`src/rtl/fifo_ptr_ctrl_6b.sv`:
```
// Read/write pointer controller for a 2^(PTR_W-1)-entry FIFO: pointers, occupancy,
// registered status flags, combinational accepts and sticky overflow/underflow.
module fifo_ptr_ctrl_6b #(
    parameter int unsigned PTR_W     = 6,
    parameter int unsigned AF_THRESH = 28,
    parameter int unsigned AE_THRESH = 4
) (
    input  logic             Clock,
    input  logic             Reset,
    input  logic             Clear,
    input  logic             WriteReq,
    input  logic             ReadReq,
    output logic             WrAccept,
    output logic             RdAccept,
    output logic [PTR_W-2:0] WrAddr,
    output logic [PTR_W-2:0] RdAddr,
    output logic [PTR_W-1:0] Count,
    output logic             Full,
    output logic             Empty,
    output logic             AlmostFull,
    output logic             AlmostEmpty,
    output logic             Overflow,
    output logic             Underflow
);

    localparam int unsigned     AW     = PTR_W - 1;
    localparam logic [PTR_W-1:0] AF_LVL = PTR_W'(AF_THRESH);
    localparam logic [PTR_W-1:0] AE_LVL = PTR_W'(AE_THRESH);

    logic [PTR_W-1:0] wr_ptr, rd_ptr;
    logic [PTR_W-1:0] wr_ptr_sel, rd_ptr_sel;
    logic [PTR_W-1:0] wr_ptr_next, rd_ptr_next;
    logic [PTR_W-1:0] count_next;
    logic             full_next, empty_next;
    logic             af_next, ae_next;
    logic             ovf_next, udf_next;

    // 2:1 hold/increment select feeding each pointer register
    function automatic logic [PTR_W-1:0] hold_inc(input logic [PTR_W-1:0] ptr,
                                                  input logic             sel);
        logic [PTR_W-1:0] inc;
        inc = ptr + PTR_W'(1);
        return sel ? inc : ptr;
    endfunction

    always_comb begin
        WrAccept = WriteReq & ~Full  & ~Clear;
        RdAccept = ReadReq  & ~Empty & ~Clear;
    end

    always_comb begin
        WrAddr = wr_ptr[AW-1:0];
        RdAddr = rd_ptr[AW-1:0];
    end

    always_comb begin
        wr_ptr_sel  = hold_inc(wr_ptr, WrAccept);
        rd_ptr_sel  = hold_inc(rd_ptr, RdAccept);
        wr_ptr_next = Clear ? '0 : wr_ptr_sel;
        rd_ptr_next = Clear ? '0 : rd_ptr_sel;
    end

    // Status derives from the next pointers so the registered flags carry no lag
    always_comb begin
        count_next = wr_ptr_next - rd_ptr_next;
        full_next  = (wr_ptr_next[AW-1:0] == rd_ptr_next[AW-1:0]) &
                     (wr_ptr_next[AW] != rd_ptr_next[AW]);
        empty_next = (wr_ptr_next == rd_ptr_next);
        af_next    = (count_next >= AF_LVL);
        ae_next    = (count_next <= AE_LVL);
    end

    always_comb begin
        ovf_next = ~Clear & (Overflow  | (WriteReq & Full));
        udf_next = ~Clear & (Underflow | (ReadReq  & Empty));
    end

    always_ff @(posedge Clock or posedge Reset) begin
        if (Reset) begin
            wr_ptr <= '0;
            rd_ptr <= '0;
        end else begin
            wr_ptr <= wr_ptr_next;
            rd_ptr <= rd_ptr_next;
        end
    end

    always_ff @(posedge Clock or posedge Reset) begin
        if (Reset) begin
            Count       <= '0;
            Full        <= 1'b0;
            Empty       <= 1'b1;
            AlmostFull  <= 1'b0;
            AlmostEmpty <= 1'b1;
        end else begin
            Count       <= count_next;
            Full        <= full_next;
            Empty       <= empty_next;
            AlmostFull  <= af_next;
            AlmostEmpty <= ae_next;
        end
    end

    always_ff @(posedge Clock or posedge Reset) begin
        if (Reset) begin
            Overflow  <= 1'b0;
            Underflow <= 1'b0;
        end else begin
            Overflow  <= ovf_next;
            Underflow <= udf_next;
        end
    end

endmodule

```
`config.mk`:
```
export PLATFORM = sky130hd
export DESIGN_NAME = fifo_ptr_ctrl_6b
export DESIGN_NICKNAME = d
export VERILOG_FILES = /design/src/rtl/fifo_ptr_ctrl_6b.sv
export SDC_FILE = /design/constraint.sdc
export NUM_CORES = 1
export LEC_CHECK = 0
export CORE_MARGIN = 5
export CORE_UTILIZATION = 45
export CTS_CLUSTER_SIZE = 14
export DETAILED_ROUTE_END_ITERATION = 7
export PLACE_DENSITY = 0.8
export SYNTH_ARGS = -nofsm -noshare
export SYNTH_HDL_FRONTEND = slang
export SYNTH_SLANG_ARGS = --single-unit
```
`constraint.sdc`:
```
create_clock -name Clock -period 2.4 [get_ports Clock]
set_clock_uncertainty 0.1 [all_clocks]
set_input_delay 0.24 -clock Clock [delete_from_list [all_inputs] [get_ports Clock]]
set_output_delay 0.24 -clock Clock [all_outputs]
set_load 0.01 [all_outputs]
```
# After elaboration in Yosys (flattened, before gate mapping)
# Index checks and enable logic that the tools add are counted.
dict set report op_classes {
  order_cmp 2
  n_addsub 3
  n_bitwise 14
  mux 4
  eq_ne 3
}
# op n
set ops {}
lappend ops {{two-way mux 6 bit} 4}
lappend ops {{adder 6 x 1 -> 6 bit, second input constant} 2}
lappend ops {{AND 1 bit} 9}
lappend ops {{== test 6 bit} 1}
lappend ops {{greater-or-equal comparator 6 x 5 -> 1 bit, second input constant} 1}
lappend ops {{<= comparator 6 x 3 -> 1 bit, second input constant} 1}
lappend ops {{subtractor 6 bit} 1}
lappend ops {{== test 5 bit} 1}
lappend ops {{NOT 1 bit} 3}
lappend ops {{OR 1 bit} 2}
lappend ops {{inequality test 1 bit} 1}
dict set report word_totals {
  input_bits 5
  regBits 24
}

# Depth between registers and ports, before layout
dict set report depth {
  ltp_word 7
  depth_mapped 12
  ltp_nobuf 11
}

# Worst setup path after synthesis
# OpenSTA, ideal clock, no wires.
dict set report synth_path {
  path_kind {flip-flop to flip-flop}
  from {register Empty}
  to {register AlmostFull}
  setup_ps 120
  stages_incl_launch_ff 12
  t_required_ps 2180
  path_slack_ps -146
  t_arrival_ps 2326
  cell_sequence {dfstp_2 > nor2b_1 > buf_2 > nand2_1 > xor2_1 > or2_2 > ha_1 > o21ai_0 > a21oi_1 > o22ai_1 > xnor3_2 > a31o_2}
}
dict set report synth_via {
  elab_chain_len 7
}
# element line_no
set synth_rtl {}
lappend synth_rtl {{start, declared} 19} ;# output logic Empty,
lappend synth_rtl {{start signal, assigned} 98} ;# Empty <= empty_next;
lappend synth_rtl {{NOT 1 bit} 48} ;# RdAccept = ReadReq & ~Empty & ~Clear;
lappend synth_rtl {{AND 1 bit (2 in a row)} 48}
lappend synth_rtl {{two-way mux 6 bit} 43} ;# return sel ? inc : ptr;
lappend synth_rtl {{two-way mux 6 bit} 60} ;# rd_ptr_next = Clear ? '0 : rd_ptr_sel;
lappend synth_rtl {{subtractor 6 bit} 65} ;# count_next = wr_ptr_next - rd_ptr_next;
lappend synth_rtl {{named net count_next[5]} 33} ;# logic [PTR_W-1:0] count_next;
lappend synth_rtl {{greater-or-equal comparator 6 x 5 -> 1 bit} 69} ;# af_next = (count_next >= AF_LVL);
lappend synth_rtl {{named net af_next} 35} ;# logic af_next, ae_next;
lappend synth_rtl {{end signal, assigned} 99} ;# AlmostFull <= af_next;
lappend synth_rtl {{end, declared} 20} ;# output logic AlmostFull,
# The timed path passes the listed nets, and every way through them passes these cells.

# Worst setup path after layout
dict set report layout_path {
  from {register Empty}
  to {register AlmostEmpty}
}
dict set report layout_via {
  elab_chain_len 7
}
# element line_no
set layout_rtl {}
lappend layout_rtl {{NOT 1 bit} 48}
lappend layout_rtl {{AND 1 bit (2 in a row)} 48}
lappend layout_rtl {{two-way mux 6 bit} 43}
lappend layout_rtl {{two-way mux 6 bit} 60}
lappend layout_rtl {{named net rd_ptr_next[0]} 32} ;# logic [PTR_W-1:0] wr_ptr_next, rd_ptr_next;
lappend layout_rtl {{subtractor 6 bit} 65}
lappend layout_rtl {{named net count_next[4]} 33}
lappend layout_rtl {{<= comparator 6 x 3 -> 1 bit} 70} ;# ae_next = (count_next <= AE_LVL);
lappend layout_rtl {{named net ae_next} 35}
lappend layout_rtl {{end signal, assigned} 100} ;# AlmostEmpty <= ae_next;
lappend layout_rtl {{end, declared} 21} ;# output logic AlmostEmpty,
# The timed path passes the listed nets, and every way through them passes these cells.

==> metrics.cfg <==
[clocking]
clk_pin_slew_ps = 140
htree_levels = 1
clock_latency_ps = 320
cts_tree = yes
holdBufCountCts = 0
cts-root-buf = clkbuf_4
cts.sinks = 24
cts_buffers = 3
clock_path_buffers = 2

[run]
cap_violations = 0

[detailed_routing]
vias = 1062
drt_iter0_drc = 34
wl_per_cell_um = 17.9
ant_nets = 0
remaining_drc_errors = 0
via_per_inst = 5.26
wl_um = 3630
first_pass_iters = 4

[critical_path]
critical_path_class = reg -> reg
cp.arrival_ps = 2670
critical_path.top_delay_family = simple AND/OR/NAND/NOR gates
ff2ff_path_depth = 11
cp.buffers_inverters = 2
cp.required_ps = 2550
startpoint_type = flop
r2r_slack_ps = -120
slowest_delay_ps = 610
crit_path_end_kind = flop
crit_fanout = 7
crit_chain = nor2b_4 > buf_6 > xnor2_1 > nor2_1 > ha_2 > inv_1 > fa_2 > nand3_2 > nand2_4 > xor2_4 > nor4b_4
worstSetupPathDepth = 11
cp_slowest_cell = dfstp_2

[floorplanning]
core_area_um2 = 2780
die_h_um = 64.1
initial_core_util_pct = 47.3
rows = 19
dieArea_um2 = 4110
pin_count = 29
fp.dieW_um = 64.1

[placed_design]
placed_cell_area_um2 = 1810
dp_hpwl_um = 2280
io_buffers = 28
routabilityCongestion = 0.860
place_inst = 194

[grt]
grt_usage_pct = 16.7
grt_pass1_wl_um = 5270
grt_max_degree = 18
overflow = 0
grt_pass1_vias = 1086
antenna_found_initial = 0

[yosys]
synth_area_leaders = dfrtp_1 (42%), ha_1 (6.7%), xor2_1 (6.0%)
synth_top_cell_area_share_pct = 41.8
synth_area_leader_cell = dfrtp_1
synth_warnings = 0
avgSynthCellArea_um2 = 10.7
syn-instance-count = 123
synth_nets = 136
synth_cell_types = 30
syn-cell-area_um2 = 1320
synth-seq-cells = 24
ys_seq_area_share_pct = 45.8

[sta]
worstMarginPinSlew_ps = 471
finalWorstSetupSlack_ps = -124
fmaxAchievable_ghz = 0.396
setup-tns-final_ps = -301
setup_violations = 3
timing.final.hold_violations = 0
finalCriticalPeriod_ps = 2520
slew_violations = 0
maxSlewHeadroom_pct = 68.6
grt_setup_unrepaired = true
fin_crit_sh_pct = 105

[worst_hold_path]
hold_path_class = in -> async

[cells_and_area]
num_antenna_cells = 0
fin_nets = 185
fin_cells = 202
finalCoreUtilization_pct = 71.1
final_cell_area_um2 = 1980
syn2layout_area_growth_pct = 50.3
drive_gt1_share_pct = 39.8
mostFrequentLayoutCells = buf_4 (28), clkdlybuf4s50_1 (27), dfrtp_1 (21), nor2_1 (11), inv_1 (9)
final_common_cell = buf_4

[power_and_ir_drop]
vdd.ir_drop.worst_mv = 0.611
p_per_area_nw_per_um2 = 638
p_leak_nw = 0.945

[run_status]
status = finished, violations left
violations = negative setup slack

## through the flow
stage	power (mW)	setup WS (ps)	hold WS, ps
3_3_place_gp	0.929	-341	382
5_1_grt	1.33	-217	131
2_1_floorplan	0.713	5.49	153
3_5_place_dp	0.936	-402	390
4_1_cts	1.18	-75.9	113
6_report	1.26	-124	101
## cells by family (layout without fill, tap and decap cells)
| group | Yosys count | in the layout | synth area share [%] |
|---|---|---|---|
| and+or+nand+nor | 43 | 43 | 19.1 |
| DFF | 24 | 24 | 45.8 |
| buffers and inverters | 22 | 70 | 9.89 |
| xor gates and xnor gates | 13 | 13 | 9.79 |
| AOI/OAI and AO/OA | 9 | 9 | 3.80 |
| adders and majority gates | 8 | 8 | 8.17 |
| muxes | 4 | 4 | 3.42 |
## state kept, by name, indices dropped and copies added (netlist names)
signal       cells
AlmostFull       1
Overflow         1
AlmostEmpty      1
Empty            1
Underflow        1
rd_ptr           6
wr_ptr           6
Full             1
Count            6
## worst reg2reg max path: stages (launching register included)
cell     delay (ps)
dfstp_2         610
nor2b_4          60
buf_6           130
xnor2_1         130
nor2_1          220
ha_2            230
inv_1            50
fa_2            390
nand3_2         100
nand2_4          70
xor2_4          170
nor4b_4         200
## routing by layer
layer	global-route usage (%)	part of all wire [%]
met1	20.2	42
met2	29.3	51
met5	0	0
met3	4.03	5.0
met4	4.68	2.0
## where the power goes
part / internal (mW) / switching (mW) / leakage (nW) / total, mW
sequential: 0.477 / 0.0376 / 0.319 / 0.515
combinational: 0.297 / 0.228 / 0.605 / 0.525
clock: 0.0929 / 0.129 / 0.0210 / 0.222
## final timing paths
| kind | start | to |
|---|---|---|
| worst max-delay path | Empty | AlmostEmpty |
| worst min-delay path | Reset | Count[0] |
| worst max register to register | Empty | AlmostEmpty |
| worst min register to register | Overflow | Overflow |
| max in group asynchronous | Reset | Full |
| min in group Clock | ReadReq | Underflow |
## area by class of cell
cell class | instances | area [µm²]
fillers | 180 | 803
well taps | 31 | 38.8
clock buffers | 4 | 36.3
inverters | 9 | 33.8
flip-flops and latches | 24 | 604
repair buffers | 57 | 500
multi-input cells | 77 | 764
## cell usage after synthesis (all sizes together)
cell type / n
dfrtp: 22
nor2: 15
buf: 13
inv: 9
xor2: 9
ha: 7
a21oi: 5
or2: 5
nand2: 4
nand4: 4
nor2b: 4
and3: 3
mux2i: 3
xnor2: 3
and4: 2
dfstp: 2
nand2b: 2
nand3: 2
o21ai: 2
a31o: 1
fa: 1
mux2: 1
nor3b: 1
nor4b: 1
o22ai: 1
xnor3: 1
## timing repair
item                                    in CTS  in global routing
gates resized for setup                      8                 13
pin swaps                                    3                  8
setup buffers                                1                  3
endpoints found under the setup margin       3                  5
Power figures use the tool's default switching activity.
